## src/rtl/axi_sram_slave.sv

```systemverilog
`timescale 1ns/1ps
`default_nettype none
// ============================================================================
//  Module   : axi_sram_slave
//  Purpose  : AXI4 slave (fixed 4-byte INCR bursts, one transaction at a time)
//             that bridges onto a single-port synchronous SRAM with a
//             one-cycle read latency.
//  Ports    : clk, reset          - clock, synchronous active-high reset
//             ar* / r*            - AXI read address and read data channels
//             aw* / w* / b*       - AXI write address, data, response channels
//             ram_*               - SRAM strobe, byte write enables, word
//                                   address, write data, read data
//  Revision : 1.0 - initial release
// ============================================================================
module axi_sram_slave #(
    parameter int ADDR_W = 16
) (
    input  logic              clk,
    input  logic              reset,
    // read address channel
    input  logic [3:0]        arid,
    input  logic [31:0]       araddr,
    input  logic [3:0]        arlen,
    input  logic              arvalid,
    output logic              arready,
    // read data channel
    output logic [3:0]        rid,
    output logic [31:0]       rdata,
    output logic [1:0]        rresp,
    output logic              rlast,
    output logic              rvalid,
    input  logic              rready,
    // write address channel
    input  logic [3:0]        awid,
    input  logic [31:0]       awaddr,
    input  logic [3:0]        awlen,
    input  logic              awvalid,
    output logic              awready,
    // write data channel
    input  logic [31:0]       wdata,
    input  logic [3:0]        wstrb,
    input  logic              wlast,
    input  logic              wvalid,
    output logic              wready,
    // write response channel
    output logic [3:0]        bid,
    output logic [1:0]        bresp,
    output logic              bvalid,
    input  logic              bready,
    // SRAM port
    output logic              ram_en,
    output logic [3:0]        ram_we,
    output logic [ADDR_W-1:0] ram_addr,
    output logic [31:0]       ram_wdata,
    input  logic [31:0]       ram_rdata
);

    typedef enum logic [2:0] {
        IDLE    = 3'd0,
        RD_REQ  = 3'd1,
        RD_WAIT = 3'd2,
        RD_BEAT = 3'd3,
        WR_BEAT = 3'd4,
        WR_RESP = 3'd5
    } state_t;

    localparam logic [ADDR_W-1:0] c_addr_one = ADDR_W'(1);
    localparam logic [3:0]        c_cnt_one  = 4'd1;

    state_t              r_state;
    state_t              w_state_nxt;
    logic [3:0]          r_id;
    logic [3:0]          r_len;
    logic [3:0]          r_cnt;
    logic [ADDR_W-1:0]   r_addr;
    logic                r_err;
    logic [31:0]         r_rdata;

    logic                w_last_beat;
    logic                w_aw_hs;
    logic                w_ar_hs;
    logic                w_unused;

    assign w_last_beat = (r_cnt == r_len);
    assign w_aw_hs     = awvalid && awready;
    assign w_ar_hs     = arvalid && arready;

    // Byte-offset bits and bits above the RAM window are deliberately ignored.
    assign w_unused    = ^{araddr, awaddr};

    assign rid       = r_id;
    assign bid       = r_id;
    assign rdata     = r_rdata;
    assign rresp     = 2'b00;
    assign rlast     = (r_state == RD_BEAT) && w_last_beat;
    assign bresp     = ((r_state == WR_RESP) && r_err) ? 2'b10 : 2'b00;
    assign ram_addr  = r_addr;

    // ------------------------------------------------------------------
    // Next state and channel/RAM strobes
    // ------------------------------------------------------------------
    always_comb begin
        w_state_nxt = r_state;
        arready     = 1'b0;
        awready     = 1'b0;
        wready      = 1'b0;
        rvalid      = 1'b0;
        bvalid      = 1'b0;
        ram_en      = 1'b0;
        ram_we      = 4'b0000;
        ram_wdata   = 32'h0;
        case (r_state)
            IDLE: begin
                // Write wins a simultaneous request.
                awready = 1'b1;
                arready = !awvalid;
                if (awvalid) begin
                    w_state_nxt = WR_BEAT;
                end else if (arvalid) begin
                    w_state_nxt = RD_REQ;
                end
            end
            RD_REQ: begin
                ram_en      = 1'b1;
                w_state_nxt = RD_WAIT;
            end
            RD_WAIT: begin
                w_state_nxt = RD_BEAT;
            end
            RD_BEAT: begin
                rvalid = 1'b1;
                if (rready) begin
                    w_state_nxt = w_last_beat ? IDLE : RD_REQ;
                end
            end
            WR_BEAT: begin
                wready = 1'b1;
                if (wvalid) begin
                    ram_en    = 1'b1;
                    ram_we    = wstrb;
                    ram_wdata = wdata;
                    // Beat count, not wlast, decides the end of the burst.
                    if (w_last_beat) begin
                        w_state_nxt = WR_RESP;
                    end
                end
            end
            WR_RESP: begin
                bvalid = 1'b1;
                if (bready) begin
                    w_state_nxt = IDLE;
                end
            end
            default: begin
                w_state_nxt = IDLE;
            end
        endcase
    end

    // ------------------------------------------------------------------
    // State and transaction context registers
    // ------------------------------------------------------------------
    always_ff @(posedge clk) begin
        if (reset) begin
            r_state <= IDLE;
            r_id    <= 4'h0;
            r_len   <= 4'h0;
            r_cnt   <= 4'h0;
            r_addr  <= '0;
            r_err   <= 1'b0;
            r_rdata <= 32'h0;
        end else begin
            r_state <= w_state_nxt;
            case (r_state)
                IDLE: begin
                    if (w_aw_hs) begin
                        r_id   <= awid;
                        r_addr <= awaddr[ADDR_W+1:2];
                        r_len  <= awlen;
                        r_cnt  <= 4'h0;
                        r_err  <= 1'b0;
                    end else if (w_ar_hs) begin
                        r_id   <= arid;
                        r_addr <= araddr[ADDR_W+1:2];
                        r_len  <= arlen;
                        r_cnt  <= 4'h0;
                        r_err  <= 1'b0;
                    end
                end
                RD_WAIT: begin
                    r_rdata <= ram_rdata;
                end
                RD_BEAT: begin
                    if (rready && !w_last_beat) begin
                        r_addr <= r_addr + c_addr_one;
                        r_cnt  <= r_cnt + c_cnt_one;
                    end
                end
                WR_BEAT: begin
                    if (wvalid) begin
                        r_addr <= r_addr + c_addr_one;
                        r_cnt  <= r_cnt + c_cnt_one;
                        // Early, late or missing wlast is reported as SLVERR.
                        if (wlast != w_last_beat) begin
                            r_err <= 1'b1;
                        end
                    end
                end
                default: begin
                end
            endcase
        end
    end

endmodule
`default_nettype wire

```

## config.mk

```make
export PLATFORM = sky130hd
export DESIGN_NAME = axi_sram_slave
export DESIGN_NICKNAME = d
export VERILOG_FILES = /design/src/rtl/axi_sram_slave.sv
export SDC_FILE = /design/constraint.sdc
export NUM_CORES = 1
export LEC_CHECK = 0
export ABC_AREA = 1
export BUFFER_PORTS_ARGS = -buffer_cell sky130_fd_sc_hd__buf_2
export CORE_AREA = 3 3 100 102
export DETAILED_ROUTE_END_ITERATION = 7
export DIE_AREA = 0 0 103 105
export HOLD_SLACK_MARGIN = 0.05
export PLACE_DENSITY = 0.89
export SKIP_LAST_GASP = 1
export SLEW_MARGIN = 25
export SYNTH_ARGS = -nofsm -noshare
export SYNTH_HDL_FRONTEND = slang
export SYNTH_SLANG_ARGS = --single-unit
```

## constraint.sdc

```tcl
create_clock -name clk -period 2.7 [get_ports clk]
set_clock_uncertainty 0.1 [all_clocks]
set_input_delay 0.405 -clock clk [delete_from_list [all_inputs] [get_ports clk]]
set_output_delay 0.405 -clock clk [all_outputs]
set_load 0.03 [all_outputs]
```

Word-level counts from Yosys, hierarchy flattened

Index checks and enable logic that the tools add are counted.

Bits in registers: 64
Output and inout port bits: 103
Word-level logic and storage cells: 78

$add $sub $neg: 2
Eq/ne operators: 15
Mux-type cells: 39
Reductions and logical operators: 15

Operator list:

| operator                | count |
|---|---|
| $mux W16                | 4 |
| $mux W32                | 2 |
| $pmux W16 S3            | 1 |
| $mux W4                 | 10 |
| $mux W3                 | 6 |
| $pmux W3 S6             | 1 |
| $add A16 B1 Y16 const B | 1 |
| $pmux W4 S3             | 1 |
| $mux W1                 | 11 |
| $ne A2 B2 Y1 const B    | 5 |
| $reduce_and A4 Y1       | 2 |
| $eq A3 B2 Y1 const B    | 2 |
| $eq A3 B3 Y1 const B    | 2 |
| $ne A3 B3 Y1 const B    | 2 |
| $logic_and A1 B1 Y1     | 5 |
| $reduce_and A5 Y1       | 1 |
| $add A4 B1 Y4 const B   | 1 |
| $eq A4 B4 Y1            | 1 |
| $pmux W1 S2             | 2 |
| $reduce_bool A2 Y1      | 2 |
| $eq A3 B1 Y1 const B    | 1 |
| $logic_not A3 Y1        | 1 |
| $reduce_bool A3 Y1      | 1 |
| $logic_not A1 Y1        | 2 |
| 4 further kinds         | 4 |

Logic depth before layout (Yosys ltp)

Gate-level depths: netlist of the first run.

Word-level depth: 6
Mapped depth: 11
Gate-level depth less buffers: 9

Least setup slack after synthesis of the first run

No wires, ideal clock.

Kind: flip-flop to output port
Start: register r_state[0]
End: output port ram_en
Arrival time: 1.593 ns
Required time: 2.195 ns
Path slack: 0.602 ns
Stages on the path, launching flop included: 6
Path buffers: 2
Cells stage by stage: dfxtp_1 -> buf_6 -> nor2_4 -> nand2_1 -> clkbuf_1 -> o21ai_0

Cells in the longest elaborated chain, start to end: 2
Elaborated cells between the ends (all ways): 3
Classes of those cells: eq/ne (2); mux (1)

Ends and longest elaborated chain:

| what                                         | line | source |
|---|---|---|
| start: declaration                           | 70   | `state_t r_state;` |
| start signal: assignment                     | 173  | `r_state <= w_state_nxt;` |
| $eq A3 B3 Y1 or $eq A3 B1 Y1 (tied branches) | 112  | `case (r_state)` |
| $pmux W1 S2 (*)                              | 112  |  |
| end: declaration                             | 51   | `output logic ram_en,` |

Every way passes the cells marked *; elsewhere a longest branch is shown, timed or not.

Worst setup path after layout of the first run

Start: register r_cnt[0]
End: output port rlast

Cells in the longest elaborated chain, start to end: 2

Ends and longest elaborated chain:

| what                     | line | source |
|---|---|---|
| start: declaration       | 74   | `logic [3:0] r_cnt;` |
| start signal: assignment | 196  | `r_cnt <= r_cnt + c_cnt_one;` |
| start signal: assignment | 202  | `r_cnt <= r_cnt + c_cnt_one;` |
| $eq A4 B4 Y1             | 84   | `assign w_last_beat = (r_cnt == r_len);` |
| $logic_and A1 B1 Y1      | 95   | `assign rlast = (r_state == RD_BEAT) && w_last_beat;` |
| end: declaration         | 30   | `output logic rlast,` |

Every way passes these cells.

==> impl_metrics.ini, run 1 <==
[global_route]
grt_max_degree = 43
antenna_found_initial = 0
grt_pass1_wl_mm = 19.2
grt_usage = 0.213
grt_pass1_vias = 4344
overflow = 0

[critical_path]
crit_type = reg -> out
regToRegEndpoint = r_cnt[0]
cp_max_fo = 11
crit_family = simple AND/OR/NAND/NOR gates
cp-end-kind = primary output
r2r-start = r_cnt[0]
path_depth = 7
cp.required_ns = 2.19
critPathLaunchType = flop
worstPathCellList = inv_1 > nand2_1 > nand2_1 > nor2_1 > nand3_1 > inv_1 > buf_2
reg2reg_slack_ns = 0.62
crit_slowest_cell = dfxtp_1
reg2reg_depth = 8
path_buf_inv = 3
critPathArrivalTime_ns = 1.90
critPathMaxStageDelay_ns = 0.45

[power_and_ir_drop]
power_frac_seq = 0.264
p_sw_mw = 2.96
p_int_mw = 2.75
comb_power_share = 0.570
p_per_area_nw_per_um2 = 1090
swShare = 0.519
leakage_nw = 2.99
peakVddDrop_mv = 0.599
clkPwrFrac = 0.166

[timing]
worst_slew_pin_slew_ns = 0.528
fin_crit_ns = 2.41
finalHoldViolCount = 0
tns_ns = 0
min_period_over_period = 0.892
slew-limit-headroom = 0.646
finalSetupViolCount = 0
drv_slew = 0
finalWorstSetupSlack_ns = 0.291
rsz0062_at_grt = no
fmax_mhz = 415

[synthesis]
ys.flop_type = dfxtp_1
ys_seq_area_frac = 0.325
async_flop_share = 0
syn_inst = 656
synth_simple_gate_area_frac = 0.425
syn_area_sq_um = 3940
synth_fa_ha_area_frac = 0.00635
ys_ff_latch = 64
synth_xor_area_frac = 0.00667
synth_top_cell_by_area = dfxtp_1
muxShareOfSynthArea = 0
yosys.cell_count.top_type = nor2_1
synth_area_leaders = dfxtp_1 (33%), nor2_1 (16%), nand2_1 (15%), o21ai_0 (7.0%), inv_1 (5.9%)
synth_cell_types = 34
synth_edf_count = 0
synth-compound-area-share = 0.114
yosysWarnings = 0
synthTopCellsByCount = nor2_1 (167), nand2_1 (158), dfxtp_1 (64), inv_1 (62), o21ai_0 (55)
synth_top_family_by_area = simple AND/OR/NAND/NOR gates
syn_area_per_cell_sq_um = 6.00
synth.top_cell.area_share = 0.325

[route]
ant_nets = 0
routedWlPerCell_um = 12.1
drt-initial-drc-count = 207
finalWirelength_mm = 11.8
via_per_inst = 4.78
num_vias = 4658
drc = 0
drt_pass1_iterations = 4

[layout]
post-route-util = 0.571
diodes = 0
drive_above_1_share = 0.313
final_cells = 975
syn_to_final_growth_pct = 33.4
stdcell_area_sq_um = 5250
nets = 1017

[place]
port_buffers = 223
hpwl_mm = 8.99
gp_congestion = 0.875
dp.cells = 959
dpl_cell_area_sq_um = 5030
place_ws_ns = 0.667

[die]
rows = 35
die_height_um = 105
coreArea_sq_um = 9200
design.portCount = 259
start_util = 0.428
die_area_sq_um = 10800
die_w_um = 103

[clock_tree]
clk_pin_slew_ns = 0.09
worstSkewPairLatency_ns = 0.33
cts_sinks = 64
cts_resized = 0
clockBufferDepth = 2
ctsHoldBuffers = 0
cts_buffers = 9
cts_setup_buffers = 0
cts_tree = yes
htree_levels = 3
root_buffer = clkbuf_8

[run]
maxCapViolCount = 0

[hold_path]
hold_end = rdata[27]
min_path_cells = 3
min_path_type = in -> reg
hold_start = ram_rdata[27]

[outcome]
outcome = completed
## metal layers
layer  share of wire  track usage  wire (um)
met1            0.44        0.270       5170
met2            0.47        0.360       5560
met3           0.085       0.0501       1000
met4          0.0097       0.0527        115
met5               0            0          0
## registers in the layout, indices dropped and copies added (netlist names)
register,cells
r_state,3
bid,4
rdata,32
ram_addr,16
r_len,4
r_err,1
r_cnt,4
## power groups by stage
stage               clock network, mW  logic, mW  registers, mW
detailed placement                  0       3.26           1.52
finish                          0.949       3.26           1.51
global route                     1.01       3.65           1.55
global placement                    0       3.20           1.51
CTS                             0.972       3.27           1.51
floorplan                           0       2.12           1.96
## worst min-delay path: stages
cell and delay (ns):
buf_2 0.07, nor2_1 0.03, nor2_1 0.08
## worst max-delay path by stage
stage	from	to	slack (ns)
floorplan	r_state[0]	ram_en	0.60
global placement	r_state[2]	ram_addr[9]	0.71
detailed placement	r_state[2]	ram_addr[11]	0.67
CTS	r_cnt[0]	rlast	0.30
global route	r_cnt[0]	rlast	0.07
finish	r_cnt[0]	rlast	0.29
## per-stage QoR
step                      hold slack, ns  power (mW)
after floorplan                    0.336        4.08
after global placement             0.351        4.71
after detailed placement           0.359        4.78
after CTS                          0.172        5.75
after global routing               0.170        6.21
final                              0.189        5.71
## final cells by class
type	instances	area (sq um)
clock buffers	9	124
clock inverters	7	103
fillers	909	3940
inverters	67	251
multi-input cells	487	2190
flip-flops and latches	64	1280
well taps	111	139
repair buffers	230	1170
## cells by family after synthesis
kind of cell    count (synthesis)
fa+ha+maj                       2
xor+xnor                        3
buf+inv                       107
compound gates                 84
simple gates                  395
other cells                     1
flops                          64
## placed cells by master (no fill, tap or decap), types with 3 or more instances in the layout
cell type  instances
o21ai_1            9
conb_1             3
buf_4              7
nor2_1           167
nand2_2            6
inv_1             62
nand3_1           28
a22o_1             4
dfxtp_1           64
nand4_1           19
o21ai_0           55
o211ai_1           3
buf_2            223
nand2_1          158
nor3_1             3
inv_2              5
clkbuf_8           9
or2_2              4
a21oi_1           11
(Power assumes the default switching activity.)
==> inputs of run 2 (changes only) <==
--- a/constraint.sdc
+++ b/constraint.sdc
@@ -4,2 +4,2 @@
 set_output_delay 0.405 -clock clk [all_outputs]
-set_load 0.03 [all_outputs]
+set_load 0.05 [all_outputs]
==> run 2 against run 1 <==
Net effect: die area unchanged; largest cell class unchanged; final cell count increased by 0.10%; non-clock buffer count increased by 1; sequential share of layout area decreased by 0.10 points.
==> impl_metrics.ini, run 2 (synthesized netlist as in run 1, its figures left out) <==
[outcome]
outcome = completed

[timing]
tns_ns = 0
drv_slew = 0
rsz0062_at_grt = no
finalHoldViolCount = 0
min_period_over_period = 0.888
fmax_mhz = 417
finalWorstSetupSlack_ns = 0.301
slew-limit-headroom = 0.521
worst_slew_pin_slew_ns = 0.718
finalSetupViolCount = 0
fin_crit_ns = 2.40

[clock_tree]
ctsHoldBuffers = 0
worstSkewPairLatency_ns = 0.33
clk_pin_slew_ns = 0.08
cts_buffers = 9
cts_tree = yes
cts_resized = 0
htree_levels = 3
clockBufferDepth = 2
cts_setup_buffers = 0
cts_sinks = 64
root_buffer = clkbuf_8

[route]
drc = 0
drt-initial-drc-count = 242
finalWirelength_mm = 11.9
ant_nets = 0
via_per_inst = 4.80
drt_pass1_iterations = 5
num_vias = 4688
routedWlPerCell_um = 12.2

[die]
die_w_um = 103
start_util = 0.428
die_height_um = 105
coreArea_sq_um = 9200
design.portCount = 259
rows = 35
die_area_sq_um = 10800

[hold_path]
min_path_type = in -> reg

[power_and_ir_drop]
p_per_area_nw_per_um2 = 1200
peakVddDrop_mv = 0.678
leakage_nw = 3.00

[layout]
fillers = 904
largest_reg_flops = 32
final_common_cell = buf_2
diodes = 0
syn_to_final_growth_pct = 33.9
final_cell_mix = buf_2 (222), nor2_1 (167), nand2_1 (158)
nets = 1018
drive_above_1_share = 0.313

[place]
place_ws_ns = 0.671
hpwl_mm = 9.06
port_buffers = 223
gp_congestion = 0.878

[critical_path]
cp-end-kind = primary output
cp.required_ns = 2.19
critPathMaxStageDelay_ns = 0.40
critPathLaunchType = flop
cp_max_fo = 38
critPathArrivalTime_ns = 1.89
worstPathCellList = nor2_4 > nand2_1 > buf_4 > o21ai_0 > buf_12
crit_slowest_cell = dfxtp_1
crit_family = buffers and inverters
reg2reg_slack_ns = 0.66
path_buf_inv = 2
crit_type = reg -> out

[global_route]
grt_usage = 0.214
antenna_found_initial = 0
grt_pass1_wl_mm = 19.1
grt_max_degree = 42
overflow = 0
grt_pass1_vias = 4340

[run]
maxCapViolCount = 0
run 2: cell types whose count changed in the layout (fill, tap and decap cells not counted):
cell    before  now
buf_4        7    8
buf_2      223  222
buf_12       0    1
run 2: stage by stage:
step	util	instances	area (sq um)	hold WS [ns]	power [mW]
floorplan	-	658	3950	0.336	4.64
global placement	0.549	960	5050	0.350	5.31
detailed placement	0.549	960	5050	0.356	5.37
CTS	0.574	976	5280	0.170	6.35
global route	0.574	976	5280	0.176	6.81
finish	0.574	976	5280	0.189	6.30
run 2: cell type report:
cell class | instances | area (sq um) | area share
Tap cell | 111 | 139 | 0.0263
Clock buffer | 9 | 124 | 0.0235
Timing Repair Buffer | 231 | 1190 | 0.226
Clock inverter | 7 | 103 | 0.0194
Sequential cell | 64 | 1280 | 0.243
Multi-Input combinational cell | 487 | 2190 | 0.414
Inverter | 67 | 251 | 0.0477
run 2: final timing paths:
kind | startpoint | to | cells past startpoint
min | ram_rdata[29] | rdata[29] | 3
max reg2reg | r_cnt[0] | ram_addr[11] | 10
max | r_state[0] | ram_en | 5
min reg2reg | r_err | r_err | 2
run 2: layer usage:
metal	GRT usage	up-vias	part of all wire
met5	0	-	0
met4	0.0685	0	0.013
met3	0.0574	15	0.085
met2	0.349	176	0.47
met1	0.270	2051	0.43
li1	-	2446	-
run 2: power by group:
group	switching (mW)	internal (mW)	total [mW]
clock network	0.417	0.531	0.948
logic	2.86	0.990	3.85
registers	0.251	1.26	1.51
total	3.53	2.78	6.30
run 2: worst reg2reg max path: stages (launching register included):
cell and delay (ns):
dfxtp_1 0.45, inv_1 0.11, nand2_1 0.07, nand2_1 0.05, nor2_1 0.18, nand3_1 0.27, buf_4 0.25, nand3_4 0.25
nand2_1 0.10, nand2_1 0.07, nor2_1 0.04
